==> config.mk <==
export PLATFORM = sky130hd
export DESIGN_NAME = cache_controller_flat
export DESIGN_NICKNAME = d
export VERILOG_FILES = /design/src/rtl/cache_ctrl_pkg.sv /design/src/rtl/cache_controller_if.sv /design/src/rtl/cache_controller_stats_counter.sv /design/src/rtl/cache_controller.sv /design/src/flat_wrapper.sv
export SDC_FILE = /design/constraint.sdc
export NUM_CORES = 1
export LEC_CHECK = 0
export ABC_AREA = 1
export BUFFER_PORTS_ARGS = -buffer_cell sky130_fd_sc_hd__buf_2
export CORE_UTILIZATION = 44
export CTS_CLUSTER_SIZE = 10
export DETAILED_ROUTE_END_ITERATION = 12
export GPL_TIMING_DRIVEN = 0
export PLACE_DENSITY = 0.74
export SYNTH_ARGS = -nofsm -noshare
export SYNTH_HDL_FRONTEND = slang
export SYNTH_SLANG_ARGS = --single-unit
==> constraint.sdc <==
create_clock -name clk -period 3.2 [get_ports clk]
set_input_delay 0.16 -clock clk [delete_from_list [all_inputs] [get_ports clk]]
set_output_delay 0.16 -clock clk [all_outputs]
set_load 0.01 [all_outputs]
==> src/rtl/cache_ctrl_pkg.sv <==
// Shared types and address-field positions for the MEM-stage cache controller.
package cache_ctrl_pkg;
   localparam int          ADDR_W    = 19;
   localparam logic [31:0] MEM_BASE  = 32'd1024;
   localparam int          TAG_MSB   = ADDR_W - 1;
   localparam int          INDEX_LSB = 3;
   localparam int          WORD_SEL  = 2;

   typedef enum logic [2:0] {
      IDLE   = 3'd0,
      RD_MEM = 3'd1,
      FILL   = 3'd2,
      WR_SIB = 3'd3,
      WR_MEM = 3'd4
   } state_t;

   // Address of the other 32-bit word in the same 64-bit line.
   function automatic logic [ADDR_W-1:0] sibling(input logic [ADDR_W-1:0] a);
      return {a[TAG_MSB:WORD_SEL+1], ~a[WORD_SEL], a[WORD_SEL-1:0]};
   endfunction
endpackage

==> src/rtl/cache_controller_if.sv <==
// Pipeline, cache and SRAM signal bundle of the cache controller.
interface cache_controller_if;
   import cache_ctrl_pkg::*;

   logic              wr_en, rd_en;
   logic [31:0]       address, wdata, rdata;
   logic              ready;
   logic [ADDR_W-1:0] cache_address;
   logic [31:0]       cache_wdata0, cache_wdata1;
   logic              cache_read, cache_write, cache_update, cache_hit;
   logic [31:0]       cache_rdata;
   logic              sram_rd_en, sram_wr_en;
   logic [ADDR_W-1:0] sram_address;
   logic [31:0]       sram_wdata;
   logic [63:0]       sram_rdata;
   logic              sram_ready;

   modport slave (
      input  wr_en, rd_en, address, wdata, cache_hit, cache_rdata, sram_rdata, sram_ready,
      output rdata, ready, cache_address, cache_wdata0, cache_wdata1, cache_read,
             cache_write, cache_update, sram_rd_en, sram_wr_en, sram_address, sram_wdata
   );

   modport master (
      output wr_en, rd_en, address, wdata, cache_hit, cache_rdata, sram_rdata, sram_ready,
      input  rdata, ready, cache_address, cache_wdata0, cache_wdata1, cache_read,
             cache_write, cache_update, sram_rd_en, sram_wr_en, sram_address, sram_wdata
   );
endinterface

==> src/rtl/cache_controller_stats_counter.sv <==
// Saturating 32-bit event counter for the controller statistics.
module cache_stats_counter (
   input  logic        clk,
   input  logic        rst,
   input  logic        inc,
   output logic [31:0] count
);
   always_ff @(posedge clk or negedge rst) begin
      if (!rst)
         count <= '0;
      else if (inc && count != 32'hFFFF_FFFF)
         count <= count + 32'd1;
   end
endmodule

==> src/rtl/cache_controller.sv <==
// MEM-stage controller: zero-wait read hits, line fill on read miss, write-through no-allocate.
// CACHE_CTRL_STATS_EN adds saturating hit_count/miss_count outputs.
module cache_controller
   import cache_ctrl_pkg::*;
(
   input  logic               clk,
   input  logic               rst,
   cache_controller_if.slave  bus
`ifdef CACHE_CTRL_STATS_EN
   ,
   output logic [31:0]        hit_count,
   output logic [31:0]        miss_count
`endif
);
   state_t            state, nxt;
   logic [ADDR_W-1:0] addr_q, eff;
   logic [31:0]       wdata_q, sib_word, offs;
   logic              sib_hit;
   logic [63:0]       line_buf;
   logic              is_rd, rd_hit, rd_miss;
   logic              unused;

   assign offs    = bus.address - MEM_BASE;
   assign eff     = {offs[ADDR_W-1:2], 2'b00};
   assign unused  = &{1'b0, offs[31:ADDR_W], offs[1:0]};
   // A simultaneous load/store request is served as a store.
   assign is_rd   = bus.rd_en & ~bus.wr_en;
   assign rd_hit  = (state == IDLE) && is_rd && bus.cache_hit;
   assign rd_miss = (state == IDLE) && is_rd && !bus.cache_hit;

   always_ff @(posedge clk or negedge rst) begin
      if (!rst) begin
         state    <= IDLE;
         addr_q   <= '0;
         wdata_q  <= '0;
         sib_word <= '0;
         sib_hit  <= 1'b0;
         line_buf <= '0;
      end else begin
         state <= nxt;
         if (state == IDLE && (bus.wr_en || bus.rd_en)) begin
            addr_q  <= eff;
            wdata_q <= bus.wdata;
         end
         if (state == IDLE && bus.wr_en) begin
            sib_word <= bus.cache_rdata;
            sib_hit  <= bus.cache_hit;
         end
         if (state == RD_MEM && bus.sram_ready)
            line_buf <= bus.sram_rdata;
      end
   end

   always_comb begin
      nxt               = state;
      bus.ready         = 1'b0;
      bus.rdata         = '0;
      bus.cache_address = addr_q;
      bus.cache_wdata0  = '0;
      bus.cache_wdata1  = '0;
      bus.cache_read    = 1'b0;
      bus.cache_write   = 1'b0;
      bus.cache_update  = 1'b0;
      bus.sram_rd_en    = 1'b0;
      bus.sram_wr_en    = 1'b0;
      bus.sram_address  = addr_q;
      bus.sram_wdata    = wdata_q;
      case (state)
         IDLE: begin
            bus.cache_address = eff;
            if (bus.wr_en) begin
               // Probe the sibling word so a write hit can rewrite the whole line.
               bus.cache_address = sibling(eff);
               nxt               = WR_SIB;
            end else if (rd_hit) begin
               bus.cache_read = 1'b1;
               bus.ready      = 1'b1;
               bus.rdata      = bus.cache_rdata;
            end else if (rd_miss) begin
               bus.cache_read = 1'b1;
               nxt            = RD_MEM;
            end else begin
               bus.ready = 1'b1;
            end
         end
         RD_MEM: begin
            bus.sram_rd_en   = 1'b1;
            bus.sram_address = {addr_q[TAG_MSB:INDEX_LSB], 3'b000};
            if (bus.sram_ready) nxt = FILL;
         end
         FILL: begin
            bus.cache_write  = 1'b1;
            bus.cache_wdata0 = line_buf[31:0];
            bus.cache_wdata1 = line_buf[63:32];
            bus.ready        = 1'b1;
            bus.rdata        = addr_q[WORD_SEL] ? line_buf[63:32] : line_buf[31:0];
            nxt              = IDLE;
         end
         WR_SIB: nxt = WR_MEM;
         WR_MEM: begin
            bus.sram_wr_en = 1'b1;
            if (bus.sram_ready) begin
               bus.ready = 1'b1;
               nxt       = IDLE;
               if (sib_hit) begin
                  bus.cache_write  = 1'b1;
                  bus.cache_update = 1'b1;
                  bus.cache_wdata0 = addr_q[WORD_SEL] ? sib_word : wdata_q;
                  bus.cache_wdata1 = addr_q[WORD_SEL] ? wdata_q : sib_word;
               end
            end
         end
         default: nxt = IDLE;
      endcase
   end

`ifdef CACHE_CTRL_STATS_EN
   cache_stats_counter u_hits (.clk(clk), .rst(rst), .inc(rd_hit),  .count(hit_count));
   cache_stats_counter u_miss (.clk(clk), .rst(rst), .inc(rd_miss), .count(miss_count));
`endif
endmodule
==> src/flat_wrapper.sv <==
// flat-port wrapper written by rule: the top's interface ports become plain ports
module cache_controller_flat import cache_ctrl_pkg::*;
  (clk, rst, bus_wr_en, bus_rd_en, bus_address, bus_wdata, bus_cache_hit, bus_cache_rdata, bus_sram_rdata, bus_sram_ready, bus_rdata, bus_ready, bus_cache_address, bus_cache_wdata0, bus_cache_wdata1, bus_cache_read, bus_cache_write, bus_cache_update, bus_sram_rd_en, bus_sram_wr_en, bus_sram_address, bus_sram_wdata);
  cache_controller_if bus_i ();
  input  logic clk;
  input  logic rst;
  input wire logic [$bits(bus_i.wr_en)-1:0] bus_wr_en;
  input wire logic [$bits(bus_i.rd_en)-1:0] bus_rd_en;
  input wire logic [$bits(bus_i.address)-1:0] bus_address;
  input wire logic [$bits(bus_i.wdata)-1:0] bus_wdata;
  input wire logic [$bits(bus_i.cache_hit)-1:0] bus_cache_hit;
  input wire logic [$bits(bus_i.cache_rdata)-1:0] bus_cache_rdata;
  input wire logic [$bits(bus_i.sram_rdata)-1:0] bus_sram_rdata;
  input wire logic [$bits(bus_i.sram_ready)-1:0] bus_sram_ready;
  output wire logic [$bits(bus_i.rdata)-1:0] bus_rdata;
  output wire logic [$bits(bus_i.ready)-1:0] bus_ready;
  output wire logic [$bits(bus_i.cache_address)-1:0] bus_cache_address;
  output wire logic [$bits(bus_i.cache_wdata0)-1:0] bus_cache_wdata0;
  output wire logic [$bits(bus_i.cache_wdata1)-1:0] bus_cache_wdata1;
  output wire logic [$bits(bus_i.cache_read)-1:0] bus_cache_read;
  output wire logic [$bits(bus_i.cache_write)-1:0] bus_cache_write;
  output wire logic [$bits(bus_i.cache_update)-1:0] bus_cache_update;
  output wire logic [$bits(bus_i.sram_rd_en)-1:0] bus_sram_rd_en;
  output wire logic [$bits(bus_i.sram_wr_en)-1:0] bus_sram_wr_en;
  output wire logic [$bits(bus_i.sram_address)-1:0] bus_sram_address;
  output wire logic [$bits(bus_i.sram_wdata)-1:0] bus_sram_wdata;
  assign bus_i.wr_en = bus_wr_en;
  assign bus_i.rd_en = bus_rd_en;
  assign bus_i.address = bus_address;
  assign bus_i.wdata = bus_wdata;
  assign bus_i.cache_hit = bus_cache_hit;
  assign bus_i.cache_rdata = bus_cache_rdata;
  assign bus_i.sram_rdata = bus_sram_rdata;
  assign bus_i.sram_ready = bus_sram_ready;
  assign bus_rdata = bus_i.rdata;
  assign bus_ready = bus_i.ready;
  assign bus_cache_address = bus_i.cache_address;
  assign bus_cache_wdata0 = bus_i.cache_wdata0;
  assign bus_cache_wdata1 = bus_i.cache_wdata1;
  assign bus_cache_read = bus_i.cache_read;
  assign bus_cache_write = bus_i.cache_write;
  assign bus_cache_update = bus_i.cache_update;
  assign bus_sram_rd_en = bus_i.sram_rd_en;
  assign bus_sram_wr_en = bus_i.sram_wr_en;
  assign bus_sram_address = bus_i.sram_address;
  assign bus_sram_wdata = bus_i.sram_wdata;
  cache_controller u_core (.clk(clk), .rst(rst), .bus(bus_i));
endmodule
After elaboration in Yosys (flattened, before gate mapping)
Cells that the tools add are included.
- add/subtract/negate cells: 1
- eq/ne operators: 8
- multiplexer cells: 36
- bitwise logic cells: 3
- reductions and logical operators: 10
- operators by type and width (kind ; count):
    $mux 32 ; 9
    $pmux 32 s2 ; 3
    $mux 3 ; 7
    $mux 19 ; 1
    $sub 19x11->19 const B ; 1
    $mux 1 ; 13
    $pmux 3 s4 ; 1
    $eq 3x2->1 const B ; 2
    $logic_and 1x1->1 ; 6
    $ne 2x2->1 const B ; 2
    $reduce_and 4->1 ; 1
    $eq 3x1->1 const B ; 1
    $eq 3x3->1 const B ; 1
    $logic_not 3->1 ; 1
    $ne 3x2->1 const B ; 1
    $ne 3x3->1 const B ; 1
    $pmux 1 s3 ; 1
    $not 1->1 ; 2
    $pmux 1 s2 ; 1
    $and 1x1->1 ; 1
    $logic_not 1->1 ; 1
    $logic_or 1x1->1 ; 1
- flip-flop bits (word level): 149
- bits of input ports: 166
- output and inout port bits: 172
- word-level logic and storage cells: 64

Logic depth before layout (Yosys ltp)
Gate-level depths: netlist of run 1.
- depth after elaboration: 8
- gate-level depth with buffers: 8
- gate-level depth less buffers: 7

Least setup slack after synthesis of run 1
Ideal clock, no wire load.
- path type: flip-flop to output port
- from: register u_core.state[0]
- to: output bus_cache_wdata1[11]
- arrival: 1.410 ns
- setup slack: 1.630 ns
- cell stages (with the launch flop): 8
- buffers on the path: 2
- path through: dfrtp_1 -> nor2_1 -> nand2_1 -> inv_1 -> nand3_1 -> buf_2 -> buf_2 -> o21ai_0
- word-level cells in the longest chain between the ends: 2
- ends and longest elaborated chain (item ; RTL line ; source):
    from (decl) ; cache_controller.sv:15 ; state_t state, nxt;
    from (signal assigned) ; cache_controller.sv:40 ; state <= nxt;
    $eq 3x3->1 / $eq 3x2->1 (equally long branches) ; cache_controller.sv:68 ; case (state)
    $pmux 32 s2 (*) ; cache_controller.sv:68 ;
    to (decl) ; flat_wrapper.sv:19 ; output wire logic [$bits(bus_i.cache_wdata1)-1:0] bus_cache_wdata1;
Every way passes the cells marked *; elsewhere a longest branch is shown, timed or not.

Worst setup path in the final report of run 1
- from: register u_core.state[0]
- to: output bus_cache_wdata1[20]
The elaborated chain is that of the path after synthesis.

==> flow_summary.yaml, run 1 <==
outcome:
  status: "finished with violations"
  violations: "hold timing"
clock_network:
  post-cts-setup-buffer-count: 0
  cts_tree: "done"
  cts_hold_buf: 125
  cts_buffers: 17
  htreeDepth: 4
  cts_sinks: 149
  clock_tree.root_cell: "clkbuf_16"
  clkLatencyLatePin_ns: 0.43
  cts.path.max_buffers: 2
  path_clk_slew_ns: 0.06
  cts_resized: 0
routing:
  drcViolationCount: 0
  dr_total_vias: 9859
  first_pass_iters: 6
  wire_per_inst_um: 17.9
  first_iter_violations: 840
  wl_um: 33400
  vias_per_cell: 5.28
  ant_nets: 0
sta:
  hold_violations: 2
  tightest_slew_ns: 0.870
  slew_headroom_pct: 42.0
  max_freq_ghz: 0.356
  drv_slew: 0
  setup_violations: 0
  finClkSkew_ns: 0.0131
  rsz0062_at_grt: "no"
  hold_ws_ns: -0.00178
  final.min_clock_period_ns: 2.81
  fin_ws_ns: 0.393
  fin_crit_sh_pct: 87.7
setup_path:
  rr_endpoint: "u_core.sib_word[20]$_DFFE_PN0P_"
  critical-path-max-stage-delay_ns: 0.64
  r2r_cells: 7
  required_ns: 3.04
  ff2ff_setup_slack_ns: 1.21
  cpMostUsedCell: "nand2_1"
  crit_type: "register to output pin"
  endpoint_kind: "output pin"
  cp-start-kind: "register"
  timing.rr.start: "u_core.state[0]$_DFFE_PN0P_"
  cp.arrival_ns: 2.65
  cp_max_fo: 10
  endpoint: "bus_cache_wdata1[20]"
  cp_cell_sequence: "nor2_2 -> nand2_1 -> inv_2 -> buf_1 -> nand2_1 -> o21ai_0 -> buf_2"
  crit_path_start: "u_core.state[0]$_DFFE_PN0P_"
  cp_slowest_cell: "buf_1"
global_routing:
  grt_start_max_net_pins: 85
  grt_pass1_vias: 9439
  gr-usage-all-layers_pct: 34.2
  grt_pass1_wl_um: 50900
  grt-ovfl-total: 0
  antenna_found_initial: 0
logic_synthesis:
  synth_top_family_by_area: "simple AND/OR/NAND/NOR gates"
  synth_mux_area_share_pct: 3.84
  yosysMostFrequentCell: "nand2_1"
  synthXorXnorAreaFrac_pct: 0.315
  synth_top_cell_by_area: "dfrtp_1"
  synth_edf_count: 0
  synthTopCellsByArea: "dfrtp_1 (45%), nand2_1 (22%), o21ai_0 (5.4%)"
  netlist_area_um2: 8350
  synth_top_area_share_pct: 44.6
  ys_ff_latch: 149
  syn_avg_cell_area_um2: 7.22
  synth_common_cells: "nand2_1 (488), dfrtp_1 (149), o21ai_0 (90)"
  yosys_warnings: 0
  ys_seq_area_share_pct: 44.6
  synth_cell_type_count: 27
  synth-adder-area-share_pct: 0.150
  synth_cells: 1156
  yosys.area_share.simple_pct: 29.1
  async_reset_ff_share_pct: 100
  synth-main-ff-cell: "dfrtp_1"
  synth_compound_area_share_pct: 13.0
placement:
  io_buffers: 316
  hpwl_um: 22600
  post-place-ws_ns: 0.939
  routabilityCongestion: 0.892
floorplan:
  ios: 338
  coreArea_um2: 18600
  placementRows: 50
  die_area_um2: 19500
  initial_core_util_pct: 44.8
  die_h_um: 140
  die_w_um: 140
final_layout:
  final_nets: 1787
  drive_above_1_share_pct: 25.4
  area_growth_pct: 44.6
  antenna_cells: 0
  final_util_pct: 64.8
power_and_ir_drop:
  p_int_w: 0.00608
  p_per_area_nw_per_um2: 945
  p_seq_share_pct: 30.7
  swShare_pct: 46.7
  comb_power_share_pct: 52.6
  p_switching_w: 0.00533
  max-vdd-ir-drop_uv: 461
  p_leak_nw: 6.70
  clkPwrFrac_pct: 16.7
job:
  max_cap_violations: 0
min_path:
  min_path_type: "input pin to register"
==> state kept, by name (all words and copies together) (netlist names) <==
register / count
u_core.line_buf: 64
u_core.state: 3
u_core.bus.sram_wdata: 32
u_core.sib_hit: 1
u_core.sib_word: 32
u_core.addr_q: 17
==> how the worst min path moves through the flow <==
| stage | start | to | slack, ns | cells after the start |
|---|---|---|---|---|
| after floorplan | rst | u_core.addr_q[10]$_DFFE_PN0P_ | -0.14 | 0 |
| after global placement | bus_wdata[18] | u_core.bus.sram_wdata[18]$_DFFE_PN0P_ | 0.36 | 3 |
| after detailed placement | rst | u_core.bus.sram_wdata[24]$_DFFE_PN0P_ | 0.21 | 1 |
| after CTS | bus_sram_rdata[7] | u_core.line_buf[7]$_DFFE_PN0P_ | 0.0001 | 3 |
| after global routing | bus_sram_rdata[23] | u_core.line_buf[23]$_DFFE_PN0P_ | 0.01 | 3 |
| final | bus_sram_rdata[7] | u_core.line_buf[7]$_DFFE_PN0P_ | -0.002 | 3 |
==> cell type report <==
cell class / count / area (um^2)
fillers: 1615 / 6570
multi-input cells: 846 / 3890
flip-flops and latches: 149 / 3730
repair buffers: 442 / 2870
plain buffers: 96 / 488
clock buffers: 19 / 443
well taps: 234 / 293
inverters: 68 / 255
clock inverters: 13 / 108
==> per-layer routing <==
| layer | global-route usage (%) | wire (um) | vias to the layer above |
|---|---|---|---|
| met2 | 54.9 | 15600 | 563 |
| met3 | 7.85 | 2920 | 112 |
| met4 | 16.6 | 1380 | 0 |
| li1 | - | - | 4610 |
| met1 | 43.5 | 13600 | 4574 |
| met5 | 0 | 0 | - |
==> worst max-delay path, delay by kind of cell (launching register included) <==
| family | cells | cell delay, ns |
|---|---|---|
| buffers and inverters | 3 | 1.11 |
| AND/OR/NAND/NOR | 3 | 0.54 |
| flip-flops | 1 | 0.41 |
| AO/OA/AOI/OAI | 1 | 0.15 |
==> layout by cell type, fill, tap and decap left out, types with 17 or more instances in the layout <==
cell / instances
a21boi_0: 32
a21oi_1: 33
buf_2: 351
buf_4: 20
clkbuf_1: 34
clkbuf_16: 17
dfrtp_1: 149
dlygate4sd3_1: 125
inv_1: 63
mux2i_1: 32
nand2_1: 488
nand3_1: 80
nor2_1: 43
o21ai_0: 90
o22ai_1: 32
==> power by group through the flow <==
stage                     combinational, W  clock, W  sequential (W)
after floorplan                    0.00354         0         0.00339
after global placement             0.00568         0         0.00346
after detailed placement           0.00578         0         0.00349
after CTS                          0.00593   0.00192         0.00347
after global routing               0.00655   0.00201         0.00359
final                              0.00600   0.00190         0.00350
==> stage by stage <==
step	total power, W	TNS [ns]	cell area, um^2	instances
3_5_place_dp	0.00927	0	10300	1710
3_3_place_gp	0.00914	-44.63	10200	1709
4_1_cts	0.0113	0	12100	1867
2_1_floorplan	0.00693	0	8360	1159
5_1_grt	0.0121	0	12100	1867
6_report	0.0114	0	12100	1867
==> cells by family after synthesis <==
group | after synthesis
flip-flops | 149
adder cells (fa/ha/maj) | 1
XOR/XNOR | 3
multiplexers | 32
AO/OA/AOI/OAI | 191
AND/OR/NAND/NOR | 615
buffers and inverters | 164
other | 1
Power figures use the tool's default switching activity.
==> inputs of run 2 (changes only) <==
--- a/config.mk
+++ b/config.mk
@@ -6,12 +6,11 @@
 export NUM_CORES = 1
 export LEC_CHECK = 0
 export ABC_AREA = 1
-export BUFFER_PORTS_ARGS = -buffer_cell sky130_fd_sc_hd__buf_2
 export CORE_UTILIZATION = 44
 export CTS_CLUSTER_SIZE = 10
 export DETAILED_ROUTE_END_ITERATION = 12
+export DONT_BUFFER_PORTS = 1
 export GPL_TIMING_DRIVEN = 0
-export PLACE_DENSITY = 0.74
 export SYNTH_ARGS = -nofsm -noshare
 export SYNTH_HDL_FRONTEND = slang
 export SYNTH_SLANG_ARGS = --single-unit
==> flow_summary.yaml, run 2 (synthesis gave the netlist of run 1 again) <==
sta:
  hold_violations: 149
  rsz0062_at_grt: "no"
  tightest_slew_ns: 0.827
  slew_headroom_pct: 44.9
  setup_tns_ns: 0
  setup_violations: 0
  max_freq_ghz: 0.375
  fin_crit_sh_pct: 83.4
  hold_ws_ns: -0.572
  fin_ws_ns: 0.531
  drv_slew: 0
  final.min_clock_period_ns: 2.67
  finClkSkew_ns: 0.0111
clock_network:
  clock_tree.root_cell: "clkbuf_16"
  cts.path.max_buffers: 2
  cts_buffers: 17
  cts_hold_buf: 142
  path_clk_slew_ns: 0.06
  cts_sinks: 149
  post-cts-setup-buffer-count: 0
  cts_resized: 0
  clkLatencyLatePin_ns: 0.42
  cts_tree: "done"
  htreeDepth: 4
routing:
  drcViolationCount: 0
  dr_total_vias: 8556
  ant_nets: 0
  wl_um: 31800
  first_pass_iters: 5
  wire_per_inst_um: 20.3
  vias_per_cell: 5.46
  first_iter_violations: 693
power_and_ir_drop:
  p_switching_w: 0.00508
  p_per_area_nw_per_um2: 1020
  max-vdd-ir-drop_uv: 491
  p_int_w: 0.00582
  clkPwrFrac_pct: 21.0
  comb_power_share_pct: 45.8
  swShare_pct: 46.6
  p_leak_nw: 5.41
  power_w: 0.0109
  p_seq_share_pct: 33.2
setup_path:
  crit_path_start: "u_core.state[0]$_DFFE_PN0P_"
  required_ns: 3.04
  cp_max_fo: 10
  timing.rr.start: "u_core.state[0]$_DFFE_PN0P_"
  endpoint_kind: "output pin"
  cp.arrival_ns: 2.51
  crit_type: "register to output pin"
  cp-start-kind: "register"
floorplan:
  ios: 338
  coreArea_um2: 18600
  die_h_um: 140
  placementRows: 50
  die_w_um: 140
  initial_core_util_pct: 44.8
  die_area_um2: 19500
final_layout:
  final_nets: 1487
  final_area_um2: 10700
  final_common_cell: "nand2_1"
  largest_reg_flops: 64
  largest-register: "u_core.line_buf"
  area_growth_pct: 28.6
  final_util_pct: 57.6
  most-common-layout-cells: "nand2_1 (488), dfrtp_1 (149), dlygate4sd3_1 (142)"
  drive_above_1_share_pct: 7.28
  antenna_cells: 0
global_routing:
  grt-ovfl-total: 0
  grt_pass1_wl_um: 48000
  antenna_found_initial: 0
  grt_pass1_vias: 8346
  gr-usage-all-layers_pct: 32.6
  grt_start_max_net_pins: 150
placement:
  hpwl_um: 21600
  post-place-ws_ns: 0.968
  place_area_um2: 8660
  routabilityCongestion: 0.844
  io_buffers: 0
job:
  max_cap_violations: 0
min_path:
  min_path_type: "input pin to asynchronous set/reset pin"
outcome:
  status: "finished with violations"
  violations: "hold timing"
==> run 2: changes by cell type in the layout (fill, tap and decap cells not counted) <==
cell,change
buf_16,-1
buf_2,-315
buf_6,-1
bufinv_16,+4
clkbuf_1,-1
clkbuf_8,+2
clkinv_2,-4
clkinvlp_4,-4
dlygate4sd3_1,+17
inv_6,+2
==> run 2: area by class of cell <==
cell class / count / area (um^2)
buffer: 96 / 488
clock buffer: 20 / 467
clock inverter: 11 / 195
fill: 1831 / 7900
inverter: 68 / 255
multi-input combinational: 846 / 3890
sequential: 149 / 3730
tap: 234 / 293
timing repair buffer: 142 / 1420
==> run 2: worst paths after layout <==
check,end,slack [ns],cells past startpoint
max in group asynchronous,u_core.line_buf[46]$_DFFE_PN0P_,3.31,0
worst max register to register,u_core.sib_word[24]$_DFFE_PN0P_,1.26,7
worst max-delay path,bus_cache_wdata1[27],0.53,6
min in group clk,u_core.addr_q[18]$_DFFE_PN0P_,0.02,4
worst min-delay path,u_core.bus.sram_wdata[7]$_DFFE_PN0P_,-0.57,0
worst min register to register,u_core.sib_hit$_DFFE_PN0P_,0.49,2
==> run 2: per-layer routing <==
metal	vias up	global-route usage [%]	share of wire [%]
li1	4009	-	-
met1	4081	43.0	43
met2	410	51.8	46
met3	56	7.54	8.0
met4	0	12.9	2.7
met5	-	0	0
==> run 2: metrics by stage <==
| step | hold slack (ns) | std cells |
|---|---|---|
| after floorplan | -0.136 | 1159 |
| after global placement | -0.132 | 1393 |
| after detailed placement | -0.132 | 1393 |
| after CTS | -0.586 | 1566 |
| after global routing | -0.594 | 1566 |
| final | -0.572 | 1566 |
==> run 2: power by group through the flow <==
stage / Combinational (W) / Clock [W] / Sequential [W]
after floorplan: 0.00354 / 0 / 0.00339
after global placement: 0.00471 / 0 / 0.00361
after detailed placement: 0.00479 / 0 / 0.00362
after CTS: 0.00495 / 0.00230 / 0.00360
after global routing: 0.00552 / 0.00239 / 0.00372
final: 0.00500 / 0.00229 / 0.00362
==> run 2: worst max-delay path: stages (launching register included) <==
cell and delay [ns]:
dfrtp_1 0.42, nor2_2 0.15, nand2_1 0.27, inv_2 0.28, buf_1 0.62, nand2_1 0.10
o21ai_0 0.23
